<file path="src/rtl/drw_vramctrl_rd_mc.sv">
// Multi-channel VRAM read controller: round-robin arbitration of per-channel burst
// requests onto a single AXI read port, routing returned beats to per-channel FIFOs.
module drw_vramctrl_rd_mc #(
  parameter int NCH    = 2,
  parameter int DATA_W = 32,
  parameter int ADDR_W = 32
) (
  input  logic                  ACLK,
  input  logic                  ARST_N,
  input  logic                  RST,
  input  logic                  START,
  input  logic [NCH-1:0]        CH_EN,
  input  logic [NCH-1:0]        CH_RGB,
  input  logic [NCH-1:0]        REQ_VALID,
  input  logic [NCH*ADDR_W-1:0] REQ_ADDR,
  input  logic [NCH*8-1:0]      REQ_LEN,
  input  logic [NCH-1:0]        REQ_FIN,
  output logic [NCH-1:0]        REQ_ACK,
  input  logic [NCH-1:0]        FIFO_AFULL,
  output logic [NCH-1:0]        FIFO_WR,
  output logic [DATA_W-1:0]     FIFO_DIN,
  output logic                  BUSY,
  output logic                  DONE,
  output logic                  ERR,
  output logic [1:0]            ERR_CH,
  output logic                  ARVALID,
  input  logic                  ARREADY,
  output logic [ADDR_W-1:0]     ARADDR,
  output logic [7:0]            ARLEN,
  output logic [2:0]            ARSIZE,
  input  logic                  RVALID,
  output logic                  RREADY,
  input  logic                  RLAST,
  input  logic [DATA_W-1:0]     RDATA,
  input  logic [1:0]            RRESP
);

  localparam int LANES = DATA_W / 32;

  typedef enum logic [2:0] {ST_IDLE, ST_ARB, ST_ADDR, ST_DATA, ST_DRAIN, ST_DONE} state_t;

  state_t              state_reg, state_next;
  logic [1:0]          ch_reg, ch_next;
  logic [1:0]          last_reg, last_next;
  logic [ADDR_W-1:0]   addr_reg, addr_next;
  logic [7:0]          len_reg, len_next;
  logic                fin_reg, fin_next;
  logic [7:0]          beat_reg, beat_next;
  logic [NCH-1:0]      done_reg, done_next;
  logic                err_reg, err_next;
  logic [1:0]          err_ch_reg, err_ch_next;
  logic                rst_pend_reg, rst_pend_next;

  logic [NCH-1:0]      eligible, ch_oh, done_upd;
  logic                grant_found, hi_found, lo_found;
  logic [1:0]          grant_idx, hi_idx, lo_idx;
  logic [ADDR_W-1:0]   sel_addr;
  logic [7:0]          sel_len;
  logic                sel_fin;
  logic                cur_afull, cur_rgb, rd_fire, err_hit;
  logic [DATA_W-1:0]   din_masked;
  logic                unused_rresp0;

  assign unused_rresp0 = RRESP[0];
  assign ARSIZE        = 3'($clog2(DATA_W / 8));
  assign ARADDR        = addr_reg;
  assign ARLEN         = len_reg;
  assign ERR           = err_reg;
  assign ERR_CH        = err_ch_reg;

  assign eligible = CH_EN & REQ_VALID & ~done_reg & ~FIFO_AFULL;

  generate
    for (genvar gi = 0; gi < NCH; gi++) begin : g_oh
      assign ch_oh[gi] = (ch_reg == 2'(gi));
    end
    // RGB textures carry no alpha: force the top byte of each 32-bit pixel lane.
    for (genvar gi = 0; gi < LANES; gi++) begin : g_lane
      assign din_masked[32*gi +: 32] = {cur_rgb ? 8'hFF : RDATA[32*gi+24 +: 8], RDATA[32*gi +: 24]};
    end
  endgenerate

  assign cur_afull = |(FIFO_AFULL & ch_oh);
  assign cur_rgb   = |(CH_RGB & ch_oh);
  assign rd_fire   = RVALID & ~cur_afull;
  assign err_hit   = RRESP[1] | (RLAST & (beat_reg != len_reg)) | (~RLAST & (beat_reg == len_reg));
  assign FIFO_DIN  = (state_reg == ST_DATA) ? din_masked : '0;

  // Round-robin: lowest eligible index above the last grant, else lowest eligible overall.
  always_comb begin
    hi_found = 1'b0;
    hi_idx   = '0;
    lo_found = 1'b0;
    lo_idx   = '0;
    for (int i = NCH - 1; i >= 0; i--) begin
      if (eligible[i] && (i > int'(last_reg))) begin
        hi_found = 1'b1;
        hi_idx   = 2'(i);
      end
      if (eligible[i]) begin
        lo_found = 1'b1;
        lo_idx   = 2'(i);
      end
    end
    grant_found = hi_found | lo_found;
    grant_idx   = hi_found ? hi_idx : lo_idx;
  end

  always_comb begin
    sel_addr = '0;
    sel_len  = '0;
    sel_fin  = 1'b0;
    for (int i = 0; i < NCH; i++) begin
      if (grant_idx == 2'(i)) begin
        sel_addr = REQ_ADDR[i*ADDR_W +: ADDR_W];
        sel_len  = REQ_LEN[i*8 +: 8];
        sel_fin  = REQ_FIN[i];
      end
    end
  end

  always_comb begin
    state_next    = state_reg;
    ch_next       = ch_reg;
    last_next     = last_reg;
    addr_next     = addr_reg;
    len_next      = len_reg;
    fin_next      = fin_reg;
    beat_next     = beat_reg;
    done_next     = done_reg;
    err_next      = err_reg;
    err_ch_next   = err_ch_reg;
    rst_pend_next = rst_pend_reg;
    done_upd      = done_reg;
    ARVALID       = 1'b0;
    RREADY        = 1'b0;
    FIFO_WR       = '0;
    REQ_ACK       = '0;
    BUSY          = 1'b0;
    DONE          = 1'b0;
    case (state_reg)
      ST_IDLE: begin
        if (!RST && START && (|CH_EN)) begin
          state_next  = ST_ARB;
          done_next   = '0;
          err_next    = 1'b0;
          err_ch_next = '0;
        end
      end
      ST_ARB: begin
        BUSY = 1'b1;
        if (RST || !START) begin
          state_next = ST_IDLE;
        end else if (grant_found) begin
          ch_next    = grant_idx;
          last_next  = grant_idx;
          addr_next  = sel_addr;
          len_next   = sel_len;
          fin_next   = sel_fin;
          beat_next  = '0;
          state_next = ST_ADDR;
        end
      end
      ST_ADDR: begin
        BUSY    = 1'b1;
        ARVALID = 1'b1;
        if (RST) rst_pend_next = 1'b1;
        // An AR already presented must complete; a cleared command drains its data.
        if (ARREADY) begin
          if (RST || rst_pend_reg) begin
            rst_pend_next = 1'b0;
            state_next    = ST_DRAIN;
          end else begin
            REQ_ACK    = ch_oh;
            state_next = ST_DATA;
          end
        end
      end
      ST_DATA: begin
        BUSY = 1'b1;
        if (RST) begin
          RREADY     = 1'b1;
          state_next = (RVALID && RLAST) ? ST_IDLE : ST_DRAIN;
        end else begin
          RREADY = ~cur_afull;
          if (rd_fire) begin
            FIFO_WR   = ch_oh;
            beat_next = beat_reg + 8'd1;
            if (err_hit) begin
              err_next = 1'b1;
              if (!err_reg) err_ch_next = ch_reg;
            end
            if (RLAST) begin
              done_upd   = done_reg | (fin_reg ? ch_oh : '0);
              done_next  = done_upd;
              state_next = (&(done_upd | ~CH_EN)) ? ST_DONE : ST_ARB;
            end
          end
        end
      end
      ST_DRAIN: begin
        BUSY   = 1'b1;
        RREADY = 1'b1;
        if (RVALID && RLAST) state_next = ST_IDLE;
      end
      ST_DONE: begin
        DONE = 1'b1;
        if (RST || !START) state_next = ST_IDLE;
      end
      default: state_next = ST_IDLE;
    endcase
  end

  always_ff @(posedge ACLK or negedge ARST_N) begin
    if (!ARST_N) begin
      state_reg    <= ST_IDLE;
      ch_reg       <= '0;
      last_reg     <= 2'(NCH - 1);
      addr_reg     <= '0;
      len_reg      <= '0;
      fin_reg      <= 1'b0;
      beat_reg     <= '0;
      done_reg     <= '0;
      err_reg      <= 1'b0;
      err_ch_reg   <= '0;
      rst_pend_reg <= 1'b0;
    end else begin
      state_reg    <= state_next;
      ch_reg       <= ch_next;
      last_reg     <= last_next;
      addr_reg     <= addr_next;
      len_reg      <= len_next;
      fin_reg      <= fin_next;
      beat_reg     <= beat_next;
      done_reg     <= done_next;
      err_reg      <= err_next;
      err_ch_reg   <= err_ch_next;
      rst_pend_reg <= rst_pend_next;
    end
  end

endmodule

</file>
<file path="config.mk">
export PLATFORM = sky130hd
export DESIGN_NAME = drw_vramctrl_rd_mc
export DESIGN_NICKNAME = d
export VERILOG_FILES = /design/src/rtl/drw_vramctrl_rd_mc.sv
export SDC_FILE = /design/constraint.sdc
export NUM_CORES = 1
export LEC_CHECK = 0
export ABC_AREA = 1
export CELL_PAD_IN_SITES_DETAIL_PLACEMENT = 1
export CELL_PAD_IN_SITES_GLOBAL_PLACEMENT = 2
export CORE_ASPECT_RATIO = 1.2
export CORE_UTILIZATION = 21
export CTS_BUF_LIST = sky130_fd_sc_hd__clkbuf_4 sky130_fd_sc_hd__clkbuf_8
export DETAILED_ROUTE_END_ITERATION = 8
export PLACE_DENSITY = 0.83
export SYNTH_ARGS = -nofsm -noshare
export SYNTH_HDL_FRONTEND = slang
export SYNTH_SLANG_ARGS = --single-unit
</file>
<file path="constraint.sdc">
create_clock -name ACLK -period 3.7 [get_ports ACLK]
set_clock_uncertainty 0.15 [all_clocks]
set_input_delay 0.37 -clock ACLK [delete_from_list [all_inputs] [get_ports ACLK]]
set_output_delay 0.37 -clock ACLK [all_outputs]
set_load 0.02 [all_outputs]
</file>
Word-level counts from Yosys, hierarchy flattened
Index checks and enable logic that the tools add are counted.
{ "totals": {"elab_cells": 142, "out_inout_bits": 86, "ff_bits": 62} }
{ "classes": {"n_reduce_logical": 24, "n_addsub": 1, "order_cmp": 1, "n_eq_ne": 23, "n_mux": 63, "bitwise": 19} }
{ "op_table": {"columns": ["cell", "count"], "rows": [
  ["$mux 32", 3],
  ["$mux 8", 7],
  ["$mux 3", 12],
  ["$mux 2", 17],
  ["$ne 2x2->1 const B", 11],
  ["$mux 1", 18],
  ["$pmux 3 s6", 1],
  ["$pmux 8 s2", 1],
  ["$reduce_and 5->1", 3],
  ["$and 2x2->2", 5],
  ["$ne 3x3->1 const B", 3],
  ["$add 8x1->8 const B", 1],
  ["$eq 8x8->1", 1],
  ["$ne 8x8->1", 1],
  ["$pmux 2 s2", 2],
  ["$reduce_and 7->1", 1],
  ["$eq 3x2->1 const B", 2],
  ["$eq 3x3->1 const B", 2],
  ["$not 2->2", 3],
  ["$reduce_and 6->1", 1],
  ["$reduce_or 2->1", 3],
  ["$eq 2x1->1 const B", 2],
  ["$logic_and 1x1->1", 4],
  ["$logic_not 2->1", 2],
  ["14 further kinds", 25]
]} }

Depth between registers and ports, before layout
Gate-level depths: netlist (run 1).
{ "depth": {"depth_word": 10, "mapped_depth": 12} }

Worst setup path before layout (run 1)
Ideal clock, no wire load.
{ "synth_path": {"kind": "reg2out", "startpoint": "register state_reg[2]", "endpoint": "output port FIFO_WR[0]", "required_time_ps": 3180, "setup_slack_ps": 1550, "arrival_ps": 1630, "n_path_buf": 2, "stages_incl_launch_ff": 6, "cell_sequence": "dfrtp_1 > inv_1 > nand3_2 > buf_4 > buf_2 > nor4_1"} }
{ "synth_via": {"elab_chain_cells": 2} }
{ "synth_rtl": {"columns": ["item", "line_no", "rtl"], "rows": [
  ["start: declaration", "42", "state_t state_reg, state_next;"],
  ["start signal: assignment", "228", "state_reg <= state_next;"],
  ["$eq 3x2->1", "141", "case (state_reg)"],
  ["$mux 2", "141", null],
  ["end: declaration", "20", "output logic [NCH-1:0] FIFO_WR,"]
]} }
Every way passes these cells.

Worst setup path after layout (run 1)
{ "layout_path": {"startpoint": "register state_reg[2]", "endpoint": "output port FIFO_DIN[30]"} }
{ "layout_via": {"elab_chain_cells": 2} }
{ "layout_rtl": {"columns": ["item", "line_no", "rtl"], "rows": [
  ["$eq 3x2->1", "87", "assign FIFO_DIN = (state_reg == ST_DATA) ? din_masked : '0;"],
  ["$mux 32", "87", null],
  ["end: declaration", "21", "output logic [DATA_W-1:0] FIFO_DIN,"]
]} }
Every way passes these cells.

==> results of run 1 <==
==> report_power, final <==
| group | switching [mW] | internal (mW) | total, mW |
|---|---|---|---|
| Clock | 0.260 | 0.327 | 0.588 |
| Combinational | 0.961 | 0.849 | 1.81 |
| Sequential | 0.222 | 0.918 | 1.14 |
==> through the flow <==
stage	area (um2)	total power, mW	instances
detailed placement	5910	2.99	898
finish	6090	3.54	912
floorplan	3660	2.08	493
global route	6090	3.81	912
CTS	6090	3.61	912
global placement	5910	2.94	898
==> area by class of cell <==
| class | instances | area (um2) |
|---|---|---|
| multi-input cells | 345 | 1780 |
| well taps | 216 | 270 |
| flip-flops and latches | 59 | 1480 |
| clock inverters | 3 | 40.0 |
| repair buffers | 216 | 2140 |
| inverters | 62 | 234 |
| fillers | 2029 | 10900 |
| clock buffers | 11 | 145 |
==> final timing paths <==
kind | end | slack [ps] | cells after the start
max in group asynchronous | ARADDR[12] | 2500 | 2
worst min-delay path | ARADDR[14] | 10 | 1
min in group ACLK | ARADDR[1] | 340 | 2
worst min register to register | ARADDR[1] | 340 | 2
worst max-delay path | FIFO_DIN[30] | 510 | 6
worst max register to register | beat_reg[5] | 1360 | 8
==> cell usage in the layout, fill, tap and decap left out, types with 10 or more instances in the layout <==
cell type	count
o21ai_1	28
clkdlybuf4s50_1	210
o21ai_0	33
o21ai_2	41
nand2_1	88
nor2_1	92
dfrtp_1	58
nand3_1	15
clkbuf_8	10
inv_1	53
==> cells by family after synthesis <==
kind of cell	synth area share, %
simple gates	24.5
compound gates	21.8
buf+inv	11.3
flops	40.4
xor+xnor	1.44
other cells	0.205
fa+ha+maj	0.342
==> worst max-delay path: stages, from the launching register on <==
cell and delay, ps:
dfrtp_1 450, inv_1 150, nand3_2 410, inv_2 440
o21ai_0 180, inv_1 90, clkdlybuf4s50_1 600
==> per-layer routing <==
layer,up-vias,GRT usage (%),wire length [um]
met4,0,4.76,170
li1,1955,-,-
met1,1945,16.9,5230
met2,164,28.9,7050
met5,-,0,0
met3,15,4.80,1230
==> results.tsv, run 1 <==
metric	value	unit
outcome	complete, no violations	
die_area	17900	um2
first_pass_iters	4	
clock.fmax	314	MHz
fin_nets	825	
core_area	17000	um2
synthArstFlopShare	100	%
grt_pass1_wl	22.0	mm
crit_required	3180	ps
setup_violations	0	
drcViolationCount	0	
tightest_slew	922	ps
ios	217	
cts_buffer_depth	2	
cp-startpoint	state_reg[2]	
cts_inserted_buffers	9	
worst-setup-path-type	flip-flop to primary output	
synth_edf_count	0	
dieWidth	122	um
ys.flop_type	dfrtp_1	
syn_inst	491	
regToRegStartpoint	state_reg[2]	
cts_hold_buffers	0	
cts_resized	0	
grt_max_degree	43	
h-tree-depth	3	
cts-root-buf	clkbuf_8	
vias	4079	
antenna_found_initial	0	
synth_top_area_cell	dfrtp_1	
synth_top_area_share	39.7	%
hold_ws	14.3	ps
start_util	21.5	%
rsz0062_at_grt	no	
endpoint_kind	primary output	
hold_class	primary input to asynchronous set/reset pin	
synth_cell_types	39	
gp_routability_congestion	0.782	
arrival	2670	ps
ant_nets	0	
yosysSeqAreaShare	40.4	%
yosysWarnings	0	
final_max_slew_viol_count	0	
netlist_area	3660	um2
period_needed	3190	ps
num_antenna_cells	0	
synth_area_leaders	dfrtp_1 40%, o21ai_2 9.8%, nor2_1 9.4%	
largest_reg_flops	32	
grt_overflow	0	
drt_iter0_drc	53	
setup_ws	511	ps
io_buffers	211	
clock_latency	340	ps
row_count	52	
finalHoldViolations	0	
die_y	147	um
place_hpwl	10.3	mm
grt_usage	15.7	%
powerDensity	581	nW/um2
fin_util	35.9	%
wl_per_cell	15.0	um
place_ws	824	ps
relSlewSlack	38.5	%
grt_pass1_vias	4397	
p_leak	2.69	nW
postCtsSetupBuffers	0	
ys_ff_latch	59	
tns	0	ps
avgSynthCellArea	7.45	um2
synth_common_cells	92 x nor2_1, 88 x nand2_1, 58 x dfrtp_1	
drive_gt1_share	12.2	%
cts_tree	done	
post-route-period-util	86.2	%
clk_pin_slew	70	ps
area_delta_synth_final	66.6	%
synth.most_common_cell	nor2_1	
drt-total-wl	13.7	mm
path_max_fanout	27	
ir_drop	315	uV
clock_sinks	59	
cap_violations	0	
start_kind	flip-flop	
vias_per_cell	4.47	
Note: power is estimated with default switching activity, not from simulation.
==> inputs of run 2 (changes only) <==
--- a/config.mk
+++ b/config.mk
@@ -12,6 +12,7 @@
 export CORE_UTILIZATION = 21
 export CTS_BUF_LIST = sky130_fd_sc_hd__clkbuf_4 sky130_fd_sc_hd__clkbuf_8
 export DETAILED_ROUTE_END_ITERATION = 8
+export MAX_ROUTING_LAYER = met4
 export PLACE_DENSITY = 0.83
 export SYNTH_ARGS = -nofsm -noshare
 export SYNTH_HDL_FRONTEND = slang
==> run 2 against run 1 <==
  * Combinational power about the same
  * Cell area unchanged
  * Critical path type unchanged
  * Largest cell class unchanged
  * Clock-buffer cell count did not move
  * Flip-flop and latch count unchanged
  * Sequential power barely moved
  * Critical endpoint unchanged
  * Register-to-register slack hardly changed
  * Wire length rose by 0.11%
  * Worst setup slack worse by 5.8 ps
  * First-iteration DRC count is 3.8% lower
==> results.tsv, run 2 (synthesis results as in run 1) <==
metric	value	unit	change
dieWidth	122	um	unchanged
setup_ws	505	ps	-5.76 ps
ios	217		unchanged
finalPower	3.54	mW	about the same
start_util	21.5	%	unchanged
grt_max_degree	43		unchanged
num_antenna_cells	0		unchanged
crit_family	buffers and inverters		
vias_per_cell	4.47		about the same
largest_reg_flops	32		unchanged
clock_sinks	59		unchanged
period_needed	3200	ps	+5.76 ps
post-route-period-util	86.4	%	+0.16 points
hold_class	primary input to asynchronous set/reset pin		
h-tree-depth	3		unchanged
reg2reg_to	beat_reg[5]		
clock.fmax	313	MHz	-0.18%
regToRegStartpoint	state_reg[2]		
fin_nets	825		unchanged
cap_violations	0		unchanged
cts_hold_buffers	0		unchanged
wl_per_cell	15.0	um	+0.11%
grt_overflow	0		unchanged
grt_pass1_vias	4405		+0.18%
path_max_fanout	27		unchanged
finalHoldViolations	0		unchanged
grt_pass1_wl	21.9	mm	-0.22%
p_leak	2.69	nW	unchanged
place_ws	824	ps	unchanged
rsz0062_at_grt	no		
num-fill-cells	2029		unchanged
arrival	2680	ps	about the same
die_area	17900	um2	unchanged
r2r_slack	1350	ps	about the same
cts_inserted_buffers	9		unchanged
crit_required	3180	ps	about the same
drive_gt1_share	12.2	%	unchanged
start_kind	flip-flop		
drt-total-wl	13.7	mm	+0.11%
cp_slowest_cell	clkdlybuf4s50_1		
r2r_cells	8		unchanged
crit_cells	6		unchanged
die_y	147	um	unchanged
vias	4080		+0.025%
cp_common_cell	inv_1		
antenna_found_initial	0		unchanged
place_hpwl	10.3	mm	unchanged
final_max_slew_viol_count	0		unchanged
crit_buf_inv	4		unchanged
outcome	complete, no violations		
fin_util	35.9	%	unchanged
ant_nets	0		unchanged
clock_latency	340	ps	about the same
relSlewSlack	38.3	%	-0.17 points
regArea	1480	um2	unchanged
mostFrequentLayoutCell	clkdlybuf4s50_1		
first_pass_iters	4		unchanged
core_area	17000	um2	unchanged
slowest_delay	600	ps	about the same
area_delta_synth_final	66.6	%	unchanged
cts-root-buf	clkbuf_8		
final_area	6090	um2	unchanged
multiInputGateArea	1780	um2	unchanged
dpl_cell_area	5910	um2	unchanged
endpoint_kind	primary output		
crit_chain	inv_1, nand3_2, inv_2, o21ai_0, inv_1, clkdlybuf4s50_1		
tns	0	ps	unchanged
ir_drop	316	uV	+0.13%
powerDensity	581	nW/um2	about the same
drt_iter0_drc	51		-3.8%
gp_routability_congestion	0.793		+1.4%
drcViolationCount	0		unchanged
tightest_slew	925	ps	+2.51 ps
io_buffers	211		unchanged
clk_pin_slew	70	ps	about the same
cts_buffer_depth	2		unchanged
grt_usage	16.2	%	+0.45 points
final_cell_mix	210 x clkdlybuf4s50_1, 92 x nor2_1, 88 x nand2_1		
worst-setup-path-type	flip-flop to primary output		
cts_tree	done		
crit_path_end	FIFO_DIN[30]		
postCtsSetupBuffers	0		unchanged
row_count	52		unchanged
cp-startpoint	state_reg[2]		
setup_violations	0		unchanged
cts_resized	0		unchanged
run 2: cell counts in the layout (fill, tap and decap cells not counted):
Identical to the previous run, type by type.
run 2: report_power, final:
group | total (mW) | switching [mW] | internal, mW
Combinational | 1.81 | 0.962 | 0.849
Clock | 0.588 | 0.261 | 0.327
Sequential | 1.14 | 0.222 | 0.918
Total | 3.54 | 1.45 | 2.09
run 2: through the flow:
stage | hold slack (ps) | cells
after floorplan | -75.6 | 493
after global placement | 310 | 898
after detailed placement | 322 | 898
after CTS | 30.9 | 912
after global routing | 57.6 | 912
final | 14.7 | 912
run 2: cell type report:
cell class              instances  area share, %
clock inverters                 3          0.657
flip-flops and latches         59           24.3
inverters                      62           3.84
repair buffers                216           35.2
multi-input cells             345           29.2
well taps                     216           4.44
clock buffers                  11           2.38
run 2: worst min path at each step:
stage | end | slack [ps] | start
2_1_floorplan | ARADDR[0] | -80 | ARST_N
3_3_place_gp | ERR_CH[0] | 310 | ERR_CH[0]
3_5_place_dp | ARADDR[1] | 320 | ARADDR[1]
4_1_cts | ARADDR[14] | 30 | ARST_N
5_1_grt | ARADDR[6] | 60 | ARST_N
6_report | ARADDR[14] | 10 | ARST_N
run 2: per-layer routing:
layer	track usage, %	vias up	wire (um)
met5	-	-	0
met4	4.76	0	184
met3	3.95	17	1070
met2	28.8	164	6990
met1	17.4	1942	5460
li1	-	1957	-
